--- src/rtl/multidigit_calc.sv ---
// Keypad calculator: decimal operand entry, W-cycle sum/shift-add/restoring-divide, 2W-cycle double-dabble.
// Define CALC_DIV_EN to build the divider (key 13); without it ERR is unreachable.
module multidigit_calc #(
    parameter int DIGITS  = 2,
    parameter int TIMEOUT = 15000000
) (
    input  logic                clk,
    input  logic                rst,
    input  logic [3:0]          usrin,
    output logic [8*DIGITS-1:0] disp_bcd,
    output logic [2:0]          state,
    output logic                busy,
    output logic                done,
    output logic                err
);
    // state   | meaning
    // ENTER_A | collecting first operand
    // ENTER_B | collecting second operand
    // CALC    | arithmetic, W cycles
    // CONV    | binary to BCD, 2W cycles
    // SHOW    | result on display
    // ERR     | divide by zero
    localparam int W  = $clog2(10**DIGITS);
    localparam int BW = 4*DIGITS;
    localparam int DW = 8*DIGITS;
    localparam int TW = $clog2(TIMEOUT+1);
    localparam int CW = $clog2(2*W);

    typedef enum logic [2:0] {
        ENTER_A = 3'd0, ENTER_B = 3'd1, CALC = 3'd2, CONV = 3'd3, SHOW = 3'd4, ERR = 3'd5
    } state_t;
    typedef enum logic [1:0] {OP_MUL = 2'd0, OP_SUM = 2'd1, OP_DIV = 2'd2} op_t;

    state_t          st;
    op_t             op;
    logic [3:0]      lastkey;
    logic [TW-1:0]   idle_cnt;
    logic [W-1:0]    a, b, mq;
    logic [BW-1:0]   a_bcd, b_bcd;
    logic [2:0]      a_cnt, b_cnt;
    logic [CW-1:0]   step;
    logic [2*W-1:0]  acc, mc, bin;
    logic [DW-1:0]   bcd;

    logic            accept, is_digit, clear, op_key, div_by_zero;
    logic [3:0]      digit;
    logic [W-1:0]    a_next, b_next;
    logic [BW-1:0]   a_bcd_next, b_bcd_next;
    logic [2*W-1:0]  acc_nx, conv_in;
    logic [DW-1:0]   adj, bcd_nx;

    assign state      = st;
    assign accept     = (usrin != 4'd0) && (usrin != lastkey) && !busy;
    assign is_digit   = (usrin >= 4'd1) && (usrin <= 4'd10);
    assign clear      = accept && (usrin == 4'd14);
    assign digit      = (usrin == 4'd10) ? 4'd0 : usrin;
    assign a_next     = a * W'(10) + W'(digit);
    assign b_next     = b * W'(10) + W'(digit);
    assign a_bcd_next = BW'({a_bcd, digit});
    assign b_bcd_next = BW'({b_bcd, digit});

`ifdef CALC_DIV_EN
    localparam logic [2*W-1:0] POW10 = (2*W)'(10**DIGITS);
    logic [W:0]   rs;
    logic         qbit;
    logic [W-1:0] rem_nx;

    // acc holds {remainder, dividend/quotient}; one restoring step per cycle
    assign rs          = acc[2*W-1:W-1];
    assign qbit        = (rs >= {1'b0, b});
    assign rem_nx      = qbit ? W'(rs - {1'b0, b}) : W'(rs);
    assign op_key      = (usrin == 4'd11) || (usrin == 4'd12) || (usrin == 4'd13);
    assign div_by_zero = (op == OP_DIV) && (b == '0);
    assign conv_in     = (op == OP_DIV) ?
                         ({{W{1'b0}}, acc_nx[2*W-1:W]} * POW10 + {{W{1'b0}}, acc_nx[W-1:0]}) : acc_nx;
`else
    assign op_key      = (usrin == 4'd11) || (usrin == 4'd12);
    assign div_by_zero = 1'b0;
    assign conv_in     = acc_nx;
`endif

    always_comb begin
        acc_nx = acc;
        case (op)
            OP_MUL:  acc_nx = acc + (mq[0] ? mc : '0);
`ifdef CALC_DIV_EN
            OP_DIV:  acc_nx = {rem_nx, acc[W-2:0], qbit};
`endif
            default: acc_nx = acc;
        endcase
    end

    always_comb begin
        adj = bcd;
        for (int i = 0; i < 2*DIGITS; i++) begin
            if (bcd[4*i +: 4] >= 4'd5) adj[4*i +: 4] = bcd[4*i +: 4] + 4'd3;
        end
        bcd_nx = DW'({adj, bin[2*W-1]});
    end

    always_ff @(posedge clk or negedge rst) begin
        if (!rst) begin
            st       <= ENTER_A;
            op       <= OP_MUL;
            lastkey  <= '0;
            idle_cnt <= '0;
            a        <= '0;
            b        <= '0;
            a_bcd    <= '0;
            b_bcd    <= '0;
            a_cnt    <= '0;
            b_cnt    <= '0;
            step     <= '0;
            acc      <= '0;
            mc       <= '0;
            mq       <= '0;
            bin      <= '0;
            bcd      <= '0;
            disp_bcd <= '0;
            busy     <= 1'b0;
            done     <= 1'b0;
            err      <= 1'b0;
        end else begin
            done <= 1'b0;
            if (usrin == 4'd0) begin
                if (idle_cnt == TW'(TIMEOUT - 1)) begin
                    idle_cnt <= '0;
                    lastkey  <= 4'd0;
                end else begin
                    idle_cnt <= idle_cnt + TW'(1);
                end
            end else begin
                idle_cnt <= '0;
            end
            if (accept) lastkey <= usrin;

            if (clear) begin
                st       <= ENTER_A;
                a        <= '0;
                b        <= '0;
                a_bcd    <= '0;
                b_bcd    <= '0;
                a_cnt    <= '0;
                b_cnt    <= '0;
                disp_bcd <= '0;
                err      <= 1'b0;
            end else begin
                case (st)
                    ENTER_A: if (accept) begin
                        if (is_digit) begin
                            if (a_cnt < 3'(DIGITS)) begin
                                a        <= a_next;
                                a_bcd    <= a_bcd_next;
                                a_cnt    <= a_cnt + 3'd1;
                                disp_bcd <= DW'(a_bcd_next);
                            end
                        end else if (op_key) begin
                            op       <= (usrin == 4'd11) ? OP_MUL : (usrin == 4'd12) ? OP_SUM : OP_DIV;
                            st       <= ENTER_B;
                            disp_bcd <= '0;
                        end
                    end
                    ENTER_B: if (accept) begin
                        if (is_digit) begin
                            if (b_cnt < 3'(DIGITS)) begin
                                b        <= b_next;
                                b_bcd    <= b_bcd_next;
                                b_cnt    <= b_cnt + 3'd1;
                                disp_bcd <= DW'(b_bcd_next);
                            end
                        end else if (usrin == 4'd15) begin
                            st   <= CALC;
                            busy <= 1'b1;
                            step <= CW'(W - 1);
                            acc  <= (op == OP_SUM) ? {{W{1'b0}}, a} + {{W{1'b0}}, b} :
                                    (op == OP_DIV) ? {{W{1'b0}}, a} : '0;
                            mc   <= {{W{1'b0}}, a};
                            mq   <= b;
                        end
                    end
                    CALC: begin
                        acc <= acc_nx;
                        mc  <= mc << 1;
                        mq  <= mq >> 1;
                        if (step == '0) begin
                            if (div_by_zero) begin
                                st       <= ERR;
                                busy     <= 1'b0;
                                err      <= 1'b1;
                                disp_bcd <= '1;
                            end else begin
                                st   <= CONV;
                                step <= CW'(2*W - 1);
                                bin  <= conv_in;
                                bcd  <= '0;
                            end
                        end else begin
                            step <= step - CW'(1);
                        end
                    end
                    CONV: begin
                        bcd <= bcd_nx;
                        bin <= bin << 1;
                        if (step == '0) begin
                            st       <= SHOW;
                            busy     <= 1'b0;
                            done     <= 1'b1;
                            disp_bcd <= bcd_nx;
                        end else begin
                            step <= step - CW'(1);
                        end
                    end
                    SHOW: if (accept && is_digit) begin
                        a        <= W'(digit);
                        a_bcd    <= BW'(digit);
                        a_cnt    <= 3'd1;
                        b        <= '0;
                        b_bcd    <= '0;
                        b_cnt    <= '0;
                        st       <= ENTER_A;
                        disp_bcd <= DW'(digit);
                    end
                    default: ;
                endcase
            end
        end
    end
endmodule

--- config.mk ---
export PLATFORM = sky130hd
export DESIGN_NAME = multidigit_calc
export DESIGN_NICKNAME = d
export VERILOG_FILES = /design/src/rtl/multidigit_calc.sv
export SDC_FILE = /design/constraint.sdc
export NUM_CORES = 1
export LEC_CHECK = 0
export BUFFER_PORTS_ARGS = -buffer_cell sky130_fd_sc_hd__buf_2
export CAP_MARGIN = 10
export CORE_MARGIN = 2
export CORE_UTILIZATION = 47
export CTS_CLUSTER_SIZE = 16
export DETAILED_ROUTE_END_ITERATION = 7
export GPL_ROUTABILITY_DRIVEN = 0
export PLACE_DENSITY = 0.64
export SYNTH_ARGS = -nofsm -noshare
export SYNTH_HDL_FRONTEND = slang
export SYNTH_SLANG_ARGS = --single-unit
--- constraint.sdc ---
create_clock -name clk -period 4 [get_ports clk]
set_clock_uncertainty 0.1 [all_clocks]
set_input_delay 0.2 -clock clk [delete_from_list [all_inputs] [get_ports clk]]
set_output_delay 0.2 -clock clk [all_outputs]
set_load 0.005 [all_outputs]
# ---- After elaboration in Yosys (flattened, before gate mapping)
# Cells that the tools add are included.
dict set report word_totals {
  n_memories 0
  reg_bits 148
  output_inout_bits 22
  in_bits 6
  latchBits 0
  ramBits 0
  romBits 0
  elab_cells 212
}
dict set report classes {
  reduce_logical 32
  mux 103
  multipliers 2
  bitwise 2
  n_addsub 12
  shift 0
  div 0
  eq_ne 34
  order_cmp 8
}
# op n
set ops {}
lappend ops {{$mux 16} 11}
lappend ops {{$mux 14} 9}
lappend ops {{$mux 7} 14}
lappend ops {{$mux 4} 22}
lappend ops {{$pmux 14 s2} 3}
lappend ops {{$pmux 16 s4} 1}
lappend ops {{$mux 3} 20}
lappend ops {{$mux 24} 2}
lappend ops {{$pmux 7 s2} 3}
lappend ops {{$ne 3x3->1 const B} 13}
lappend ops {{$pmux 16 s2} 1}
lappend ops {{$add 24x1->24 const B} 1}
lappend ops {{$eq 24x24->1 const B} 1}
lappend ops {{$eq 4x4->1 const B} 5}
lappend ops {{$reduce_and 5->1} 4}
lappend ops {{$ge 4x3->1 const B} 4}
lappend ops {{$pmux 4 s2} 2}
lappend ops {{$pmux 3 s5} 1}
lappend ops {{$add 14x14->14} 1}
lappend ops {{$add 7x4->7} 2}
lappend ops {{$mul 7x3->6 const B} 2}
lappend ops {{$add 4x2->4 const B} 3}
lappend ops {{$ne 2x2->1 const B} 6}
lappend ops {{$pmux 3 s2} 2}
lappend ops {{36 further kinds} 60}

# ---- Depth between registers and ports, before layout
# Gate-level depths: netlist of run 1.
dict set report logic_depth {
  ltp_word 8
  depth_mapped 12
  mapped_depth_nobuf 11
}

# ---- Worst setup path before layout of run 1
# No wires, ideal clock.
dict set report synth_path {
  kind {flip-flop to flip-flop}
  from {register mq[0]}
  to {register bin[10]}
  path_buffers 1
  period_less_slack_ns 2.697
  arrival_time_ns 2.467
  t_required_ns 3.770
  setup_slack_ns 1.303
  stages_incl_launch_ff 12
  setup_time_ns 0.130
  cell_sequence {dfrtp_1 > clkbuf_1 > and2_1 > ha_1 > fa_1 > a21oi_1 > o21ai_0 > a21oi_1 > o21ai_0 > xor2_1 > a211oi_1 > o21ai_0}
}
dict set report synth_via {
  elab_chain_len 5
}
# item line_no
set synth_lines {}
lappend synth_lines {{start, declared} 38} ;# logic [W-1:0] a, b, mq;
lappend synth_lines {{start signal, assigned} 184} ;# mq <= mq >> 1;
lappend synth_lines {{$mux 14} 85} ;# OP_MUL: acc_nx = acc + (mq[0] ? mc : '0);
lappend synth_lines {{$add 14x14->14} 85}
lappend synth_lines {{$mux 14} 84} ;# case (op)
lappend synth_lines {{$mux 14} 185} ;# if (step == '0) begin
lappend synth_lines {{$pmux 14 s2} 148} ;# case (st)
lappend synth_lines {{end signal, assigned} 194} ;# bin <= conv_in;
lappend synth_lines {{end signal, assigned} 203} ;# bin <= bin << 1;
lappend synth_lines {{end, declared} 42} ;# logic [2*W-1:0] acc, mc, bin;
# Every way passes these cells. The select of a mux whose other input is x is not followed.
# A chain may end at the register's enable or synchronous reset.

# ---- Worst setup path in the final report of run 1
dict set report layout_path {
  from {register mq[0]}
  to {register bin[13]}
}
# The elaborated chain is that of the path after synthesis.

==> results.yml, run 1 <==
final_layout:
  area_growth_pct: 11.0
  post-route-util: 0.529
  layout-drive-gt1-share: 0.112
  ff_latch_area_um2: 3650
  fillers: 1646
  antennaDiodeCount: 0
  final_cell_mix: "146 x dfrtp_1, 114 x nand2_1, 84 x o21ai_0"
  multi_input_area_um2: 4810
  finalNonFillerCells: 1216
  layout.nets: 1029
  final_common_cell: "dfrtp_1"
synthesis:
  synthSimpleGateAreaFrac: 0.160
  yosys.area_share.adder: 0.0800
  syn-mean-instance-area_um2: 9.32
  ys_seq_elements: 146
  synthArstFlopShare: 1.00
  synth-xor-area-share: 0.0534
  yosys_warnings: 0
  synth_area_um2: 8860
  synth_edf_count: 0
  muxShareOfSynthArea: 0.0552
  syn_inst: 950
  synth-compound-area-share: 0.194
  synth_top_family_by_area: "compound AO/OA/AOI/OAI gates"
  syn_nets: 1009
  yosysSeqAreaShare: 0.413
  synth_cell_types: 70
  synth_flop_cell: "dfrtp_1"
clocking:
  cts.sinks: 146
  clk_latency_ps: 430
  cts-resized-gates: 0
  cts-root-buf: "clkbuf_16"
  numCtsBuffers: 17
  cts_tree: "yes"
  path_clk_slew_ps: 60
  cts_max_level: 4
  cts_buffer_depth: 2
  postCtsSetupBuffers: 0
die:
  initial_core_util: 0.477
  dieArea_um2: 20000
  chipWidth_um: 141
  rows: 50
  io_pins: 28
  fp.coreArea_um2: 18600
  die_y_um: 141
power:
  ir_drop_mv: 0.406
  p_leak_nw: 4.54
  power_density_nw_per_um2: 755
sta:
  whs_ps: 53.0
  finalSetupViolations: 0
  drv_slew: 0
  worst_pin_slew_ps: 1000
  finalSetupTns_ps: 0
  finalCriticalPeriod_ps: 2980
  finalHoldViolCount: 0
  fin_crit_sh: 0.744
  rsz0062_at_grt: "no"
  worst_slew_margin_rel: 0.333
  fmax_mhz: 336
routing:
  drc: 0
  viasPerCell: 5.66
  wl_um: 20100
  dr.first_iter.drc_count: 463
  ant_nets: 0
  drt_first_pass_iters: 5
  via_count: 6879
  routedWlPerCell_um: 16.6
worst_setup_path:
  crit_type: "flip-flop to flip-flop"
  path_buf_inv: 0
  arrival_ps: 3180
  cpMaxStageDelayCell: "dfrtp_1"
  path_cells: "and2_1 -> ha_1 -> a21o_1 -> and4_1 -> o211a_1 -> o32ai_1 -> mux2i_1 -> mux2i_1 -> nand3_1"
  crit_path_frequent_cell: "mux2i_1"
  cp-start-kind: "flip-flop"
  max_stage_delay_ps: 570
  cp-end-kind: "flip-flop"
  crit_family: "compound AO/OA/AOI/OAI gates"
  cp.required_ps: 4200
  worstPathMaxFanout: 16
outcome:
  status: "finished clean"
grt:
  antenna_found_initial: 0
  grt_usage: 0.209
  grt_max_degree: 85
  grt_pass1_vias: 6513
  overflow: 0
  grt_pass1_wl_um: 33300
place:
  hpwl_um: 13900
  dp_cells: 1183
  port-buffer-count: 26
hold_path:
  min_path_type: "input pin to flip-flop"
job:
  maxCapViolations: 0
==> metrics by stage <==
step | worst slack [ps] | cell area [µm²] | power, W
3_5_place_dp | 940 | 9200 | 0.00573
3_3_place_gp | 941 | 9200 | 0.00568
6_report | 1020 | 9830 | 0.00743
5_1_grt | 791 | 9830 | 0.00800
4_1_cts | 1010 | 9820 | 0.00745
2_1_floorplan | 1300 | 8860 | 0.00489
==> flip-flops by register name (all words and copies together), names as in the netlist, 4 cells and up <==
register  cells
bin          14
acc          14
idle_cnt     24
a             7
mq            7
disp_bcd     16
lastkey       4
bcd          16
mc           14
b             7
step          4
==> cell families after synthesis <==
kind of cell	after synthesis
flip-flops	146
other	1
adder cells (fa/ha/maj)	53
XOR/XNOR	54
AO/OA/AOI/OAI	264
AND/OR/NAND/NOR	299
buffers and inverters	91
multiplexers	42
==> synth_stat cells (9+ instances only) <==
cell type  count  share of area
dfrtp_1      146           0.41
nor3_1        11         0.0062
o21ai_0       84          0.047
mux2_4        10          0.017
inv_1         50          0.021
nand2b_1       9         0.0064
ha_1          47          0.066
a22o_1        12          0.012
nand2_1      114          0.048
mux2i_1       17          0.019
buf_2         12         0.0068
and2_1        20          0.014
xnor2_1       32          0.032
xor2_1        22          0.022
mux2_2        15          0.019
a21oi_1       56          0.032
nand3_1       23          0.013
o31ai_1       14          0.012
and3_1         9         0.0064
clkbuf_1      21         0.0089
a211oi_1      10         0.0085
nor2_1        71          0.030
a21o_1        19          0.016
==> routing by layer <==
metal / GRT usage / wire length [µm]
met5: 0 / 0
met3: 0.0385 / 757
met4: 0.0589 / 246
met2: 0.327 / 9180
met1: 0.301 / 9950
==> final cells by class <==
cell class / count / share of cell area
clock buffer: 19 / 0.0440
clock inverter: 12 / 0.0186
inverter: 51 / 0.0195
multi-input combinational: 713 / 0.490
sequential: 146 / 0.372
tap: 234 / 0.0298
timing repair buffer: 41 / 0.0269
==> path summary, 6_finish.rpt <==
check / from / end / slack (ps) / cells past startpoint
worst max-delay path: mq[0] / bin[13] / 1020 / 9
worst min-delay path: usrin[0] / b[0] / 50 / 3
worst max register to register: mq[0] / bin[13] / 1020 / 9
worst min register to register: idle_cnt[0] / idle_cnt[0] / 360 / 1
max in group asynchronous: rst / mc[8] / 2660 / 3
min in group asynchronous: rst / b_cnt[0] / 300 / 2
==> timing repair <==
| item | CTS | global route |
|---|---|---|
| endpoints found under the setup margin | 0 | 0 |
| hold buffers | 1 | 0 |
| endpoints found under the hold margin | 83 | 0 |
==> worst register-to-register path: stages (launching register included) <==
cell and delay (ps):
dfrtp_1 570, and2_1 240, ha_1 240, a21o_1 170, and4_1 220, o211a_1 250
o32ai_1 320, mux2i_1 390, mux2i_1 250, nand3_1 100
==> power breakdown <==
part	internal (W)	total, W	switching [W]
registers	0.00195	0.00244	0.000486
clock network	0.00105	0.00169	0.000647
logic	0.00146	0.00330	0.00184
(Power assumes the default switching activity.)
==> run 2: changes to the inputs <==
==> constraint.sdc (replaced) <==
create_clock -name clk -period 2.8 [get_ports clk]
set_clock_uncertainty 0.1 [all_clocks]
set_input_delay 0.14 -clock clk [delete_from_list [all_inputs] [get_ports clk]]
set_output_delay 0.14 -clock clk [all_outputs]
set_load 0.005 [all_outputs]
==> results.yml, run 2 (synthesis gave the netlist of run 1 again) <==
outcome:
  status: "finished clean"
routing:
  routedWlPerCell_um: 16.7
  wl_um: 20800
  viasPerCell: 5.66
  ant_nets: 0
  drt_first_pass_iters: 5
  via_count: 7056
  dr.first_iter.drc_count: 570
  drc: 0
sta:
  finalHoldViolCount: 0
  whs_ps: 38.0
  drv_slew: 0
  fin_crit_sh: 0.948
  finalSetupTns_ps: 0
  fmax_mhz: 377
  worst_slew_margin_rel: 0.470
  finalSetupViolations: 0
  rsz0062_at_grt: "no"
  finalCriticalPeriod_ps: 2650
  worst_pin_slew_ps: 791
die:
  fp.coreArea_um2: 18600
  initial_core_util: 0.477
  io_pins: 28
  chipWidth_um: 141
  die_y_um: 141
  dieArea_um2: 20000
  rows: 50
power:
  p_sw_frac: 0.406
  switchingPower_w: 0.00436
  ir_drop_mv: 0.474
  comb_power_share: 0.472
  p_int_w: 0.00638
  power_density_nw_per_um2: 1060
  p_leak_nw: 4.68
  seq_power_share: 0.320
  pwr-share-clk: 0.209
final_layout:
  layout.nets: 1058
  post-route-util: 0.544
  final_common_cell: "dfrtp_1"
  top_regs: "idle_cnt x24, bcd x16, disp_bcd x16"
  final_cell_mix: "145 x dfrtp_1, 114 x nand2_1, 82 x o21ai_0"
  antennaDiodeCount: 0
  layout-drive-gt1-share: 0.148
  area_growth_pct: 14.1
  ff_latch_area_um2: 3650
  fillers: 1669
  top_register: "idle_cnt"
  largest_reg_flops: 24
  multi_input_area_um2: 4850
worst_setup_path:
  arrival_ps: 2870
  crit_type: "flip-flop to flip-flop"
  r2r_setup_slack_ps: 150
  rr_worst_depth: 9
  cp.depth: 9
  worstPathMaxFanout: 6
  max_stage_delay_ps: 430
  cp-start-kind: "flip-flop"
  path_buf_inv: 0
  crit_path_end: "bin[13]"
  r2r_end: "bin[13]"
  startpoint: "mq[0]"
  cp-end-kind: "flip-flop"
  cp.required_ps: 3010
  crit_family: "compound AO/OA/AOI/OAI gates"
  cpMaxStageDelayCell: "dfrtp_2"
  r2r-start: "mq[0]"
  path_cells: "and2_1 -> ha_1 -> a21o_1 -> and4_1 -> o211a_1 -> o32ai_2 -> mux2i_2 -> mux2i_1 -> nand3_1"
hold_path:
  holdPathStages: 2
  min_path_type: "input pin to flip-flop"
place:
  port-buffer-count: 26
  hpwl_um: 14900
clocking:
  cts.sinks: 146
  cts_buffer_depth: 2
  postCtsSetupBuffers: 0
  cts_tree: "yes"
  numCtsBuffers: 17
  cts_max_level: 4
  path_clk_slew_ps: 60
  clk_latency_ps: 440
  cts-root-buf: "clkbuf_16"
grt:
  grt_pass1_vias: 6889
  grt_pass1_wl_um: 35100
  grt_usage: 0.221
  overflow: 0
  grt_max_degree: 66
  antenna_found_initial: 0
job:
  maxCapViolations: 0
-- run 2: cell types whose count changed in the layout (fill, tap and decap cells not counted), sizes merged --
cell         change
bufinv           -3
clkbuf           +2
clkinv           +3
inv              -2
dlygate4sd3      +1
clkinvlp         +1
buf             +28
-- run 2: cell type report --
class                   instances  share of cell area
inverters                      51              0.0189
well taps                     234              0.0290
clock buffers                  21              0.0466
multi-input cells             713               0.480
clock inverters                11              0.0105
repair buffers                 70              0.0529
flip-flops and latches        146               0.362
-- run 2: routing by layer --
metal / GRT usage / wire length [µm] / vias up
met2: 0.349 / 9850 / 157
li1: - / - / 3470
met3: 0.0391 / 802 / 20
met4: 0.0684 / 291 / 0
met1: 0.311 / 9830 / 3409
met5: 0 / 0 / -
-- run 2: worst min-delay path by stage --
stage,startpoint,endpoint,slack (ps)
floorplan,rst,a[0],-260
global placement,rst,step[0],70
detailed placement,rst,step[0],80
CTS,usrin[3],lastkey[3],30
global route,usrin[3],lastkey[3],30
finish,usrin[3],lastkey[3],40
-- run 2: power by group through the flow --
stage,Sequential [W],Combinational [W],Clock [W]
after floorplan,0.00326,0.00374,0
after global placement,0.00345,0.00494,0
after detailed placement,0.00347,0.00502,0
after CTS,0.00343,0.00505,0.00227
after global routing,0.00353,0.00570,0.00238
final,0.00343,0.00507,0.00224
-- run 2: metrics by stage --
stage,worst slack (ps),instances,cell area (µm²),total power (W)
2_1_floorplan,103,950,8860,0.00699
4_1_cts,16.8,1246,10100,0.0108
6_report,145,1246,10100,0.0107
3_5_place_dp,35.7,1212,9470,0.00848
3_3_place_gp,58.6,1212,9470,0.00839
5_1_grt,17.8,1246,10100,0.0116
-- run 2: repair_timing --
action / 4_1_cts / 5_1_grt
hold buffers: 2 / 0
endpoints found under the hold margin: 64 / 0
gates resized for setup: 0 / 12
setup endpoints to repair: 0 / 11
==> run 3: changes to the inputs <==
--- a/config.mk
+++ b/config.mk
@@ -12,7 +12,7 @@
 export CTS_CLUSTER_SIZE = 16
 export DETAILED_ROUTE_END_ITERATION = 7
 export GPL_ROUTABILITY_DRIVEN = 0
-export PLACE_DENSITY = 0.64
+export PLACE_DENSITY = 0.71
 export SYNTH_ARGS = -nofsm -noshare
 export SYNTH_HDL_FRONTEND = slang
 export SYNTH_SLANG_ARGS = --single-unit
==> results.yml, run 3 (synthesis gave the netlist of run 1 again) <==
worst_setup_path:
  r2r_setup_slack_ps: 100
  worstPathMaxFanout: 6
  cp-start-kind: "flip-flop"
  crit_type: "flip-flop to flip-flop"
  cp-end-kind: "flip-flop"
  arrival_ps: 2900
  cp.required_ps: 3000
job:
  maxCapViolations: 0
sta:
  worst_slew_margin_rel: 0.528
  finalHoldViolCount: 0
  fmax_mhz: 371
  finalSetupViolations: 0
  drv_slew: 0
  rsz0062_at_grt: "no"
  setup_slack_ps: 104
  finalCriticalPeriod_ps: 2700
  worst_pin_slew_ps: 701
  fin_crit_sh: 0.963
routing:
  wl_um: 20600
  drt_first_pass_iters: 5
  drc: 0
  viasPerCell: 5.76
  routedWlPerCell_um: 16.6
  dr.first_iter.drc_count: 481
  via_count: 7152
  ant_nets: 0
power:
  p_leak_nw: 4.65
  ir_drop_mv: 0.475
  power_density_nw_per_um2: 1070
final_layout:
  top_regs: "idle_cnt x24, bcd x16, disp_bcd x16"
  final_common_cell: "dfrtp_1"
  final_cell_area_um2: 10100
  post-route-util: 0.541
  finalNonFillerCells: 1242
  largest_reg_flops: 24
  layout.nets: 1054
  final_cell_mix: "146 x dfrtp_1, 114 x nand2_1, 83 x o21ai_0"
  top_register: "idle_cnt"
  antennaDiodeCount: 0
  layout-drive-gt1-share: 0.145
  fillers: 1662
  area_growth_pct: 13.5
die:
  io_pins: 28
  chipWidth_um: 141
  die_y_um: 141
  fp.coreArea_um2: 18600
  dieArea_um2: 20000
  rows: 50
  initial_core_util: 0.477
grt:
  grt_max_degree: 53
  grt_usage: 0.216
  grt_pass1_vias: 6931
  overflow: 0
  grt_pass1_wl_um: 34400
  antenna_found_initial: 0
clocking:
  cts_tree: "yes"
  clk_latency_ps: 430
  path_clk_slew_ps: 60
  cts-root-buf: "clkbuf_16"
  postCtsSetupBuffers: 0
  cts_max_level: 4
  cts_buffer_depth: 2
  numCtsBuffers: 17
  cts.sinks: 146
hold_path:
  min_path_type: "input pin to flip-flop"
outcome:
  status: "finished clean"
place:
  port-buffer-count: 26
  hpwl_um: 14700
  dp_cells: 1208
  postPlaceCellArea_um2: 9410
  place_ws_ps: -41.8
run 3: cell types whose count changed in the layout (fill, tap and decap cells not counted), moves of 2 or more:
cell      before  now
clkbuf_8       3    1
buf_12         5    3
clkinv_4       5    2
buf_4         37   35
clkinv_2       2    4
run 3: critical path, stage by stage, from the launching register on:
cell	delay, ps
dfrtp_1	430
and2_4	170
ha_1	270
a21o_1	170
and4_1	230
o211a_1	260
o32ai_2	260
mux2i_2	350
mux2i_1	240
nand3_1	90
run 3: final timing paths:
| check | from | endpoint | depth (start not counted) |
|---|---|---|---|
| setup / recovery | mq[0] | bin[13] | 9 |
| hold / removal | usrin[3] | lastkey[3] | 2 |
| setup reg to reg | mq[0] | bin[13] | 9 |
| hold reg to reg | idle_cnt[0] | idle_cnt[0] | 1 |
| max in group asynchronous | rst | bcd[1] | 3 |
| min in group asynchronous | rst | lastkey[1] | 2 |
run 3: through the flow:
stage          total power [W]  hold slack (ps)  TNS, ps
6_report                0.0107             51.4        0
5_1_grt                 0.0115             61.3        0
4_1_cts                 0.0107             34.2        0
3_5_place_dp           0.00843             4.30    -41.8
3_3_place_gp           0.00829             2.45        0
2_1_floorplan          0.00699             -256        0
run 3: timing repair:
item	in CTS	in global routing
hold buffers	2	0
gates resized for setup	3	8
pin swaps	0	2
endpoints found under the hold margin	96	0
endpoints found under the setup margin	2	9
run 3: report_power, final:
| group | total [W] | internal [W] | switching [W] |
|---|---|---|---|
| clock | 0.00226 | 0.00133 | 0.000926 |
| combinational | 0.00505 | 0.00225 | 0.00280 |
| sequential | 0.00340 | 0.00279 | 0.000613 |
run 3: cell type report:
| type | instances | area (µm²) | share of cell area |
|---|---|---|---|
| Multi-Input combinational cell | 713 | 4860 | 0.483 |
| Sequential cell | 146 | 3650 | 0.363 |
| Timing Repair Buffer | 66 | 479 | 0.0477 |
| Clock buffer | 19 | 443 | 0.0441 |
| Tap cell | 234 | 293 | 0.0291 |
| Inverter | 51 | 191 | 0.0190 |
| Clock inverter | 13 | 136 | 0.0136 |
run 3: metal layers:
metal  wire [µm]  track usage
met5           0            0
met4         385       0.0737
met3         994       0.0425
met2        9860        0.359
met1        9330        0.284
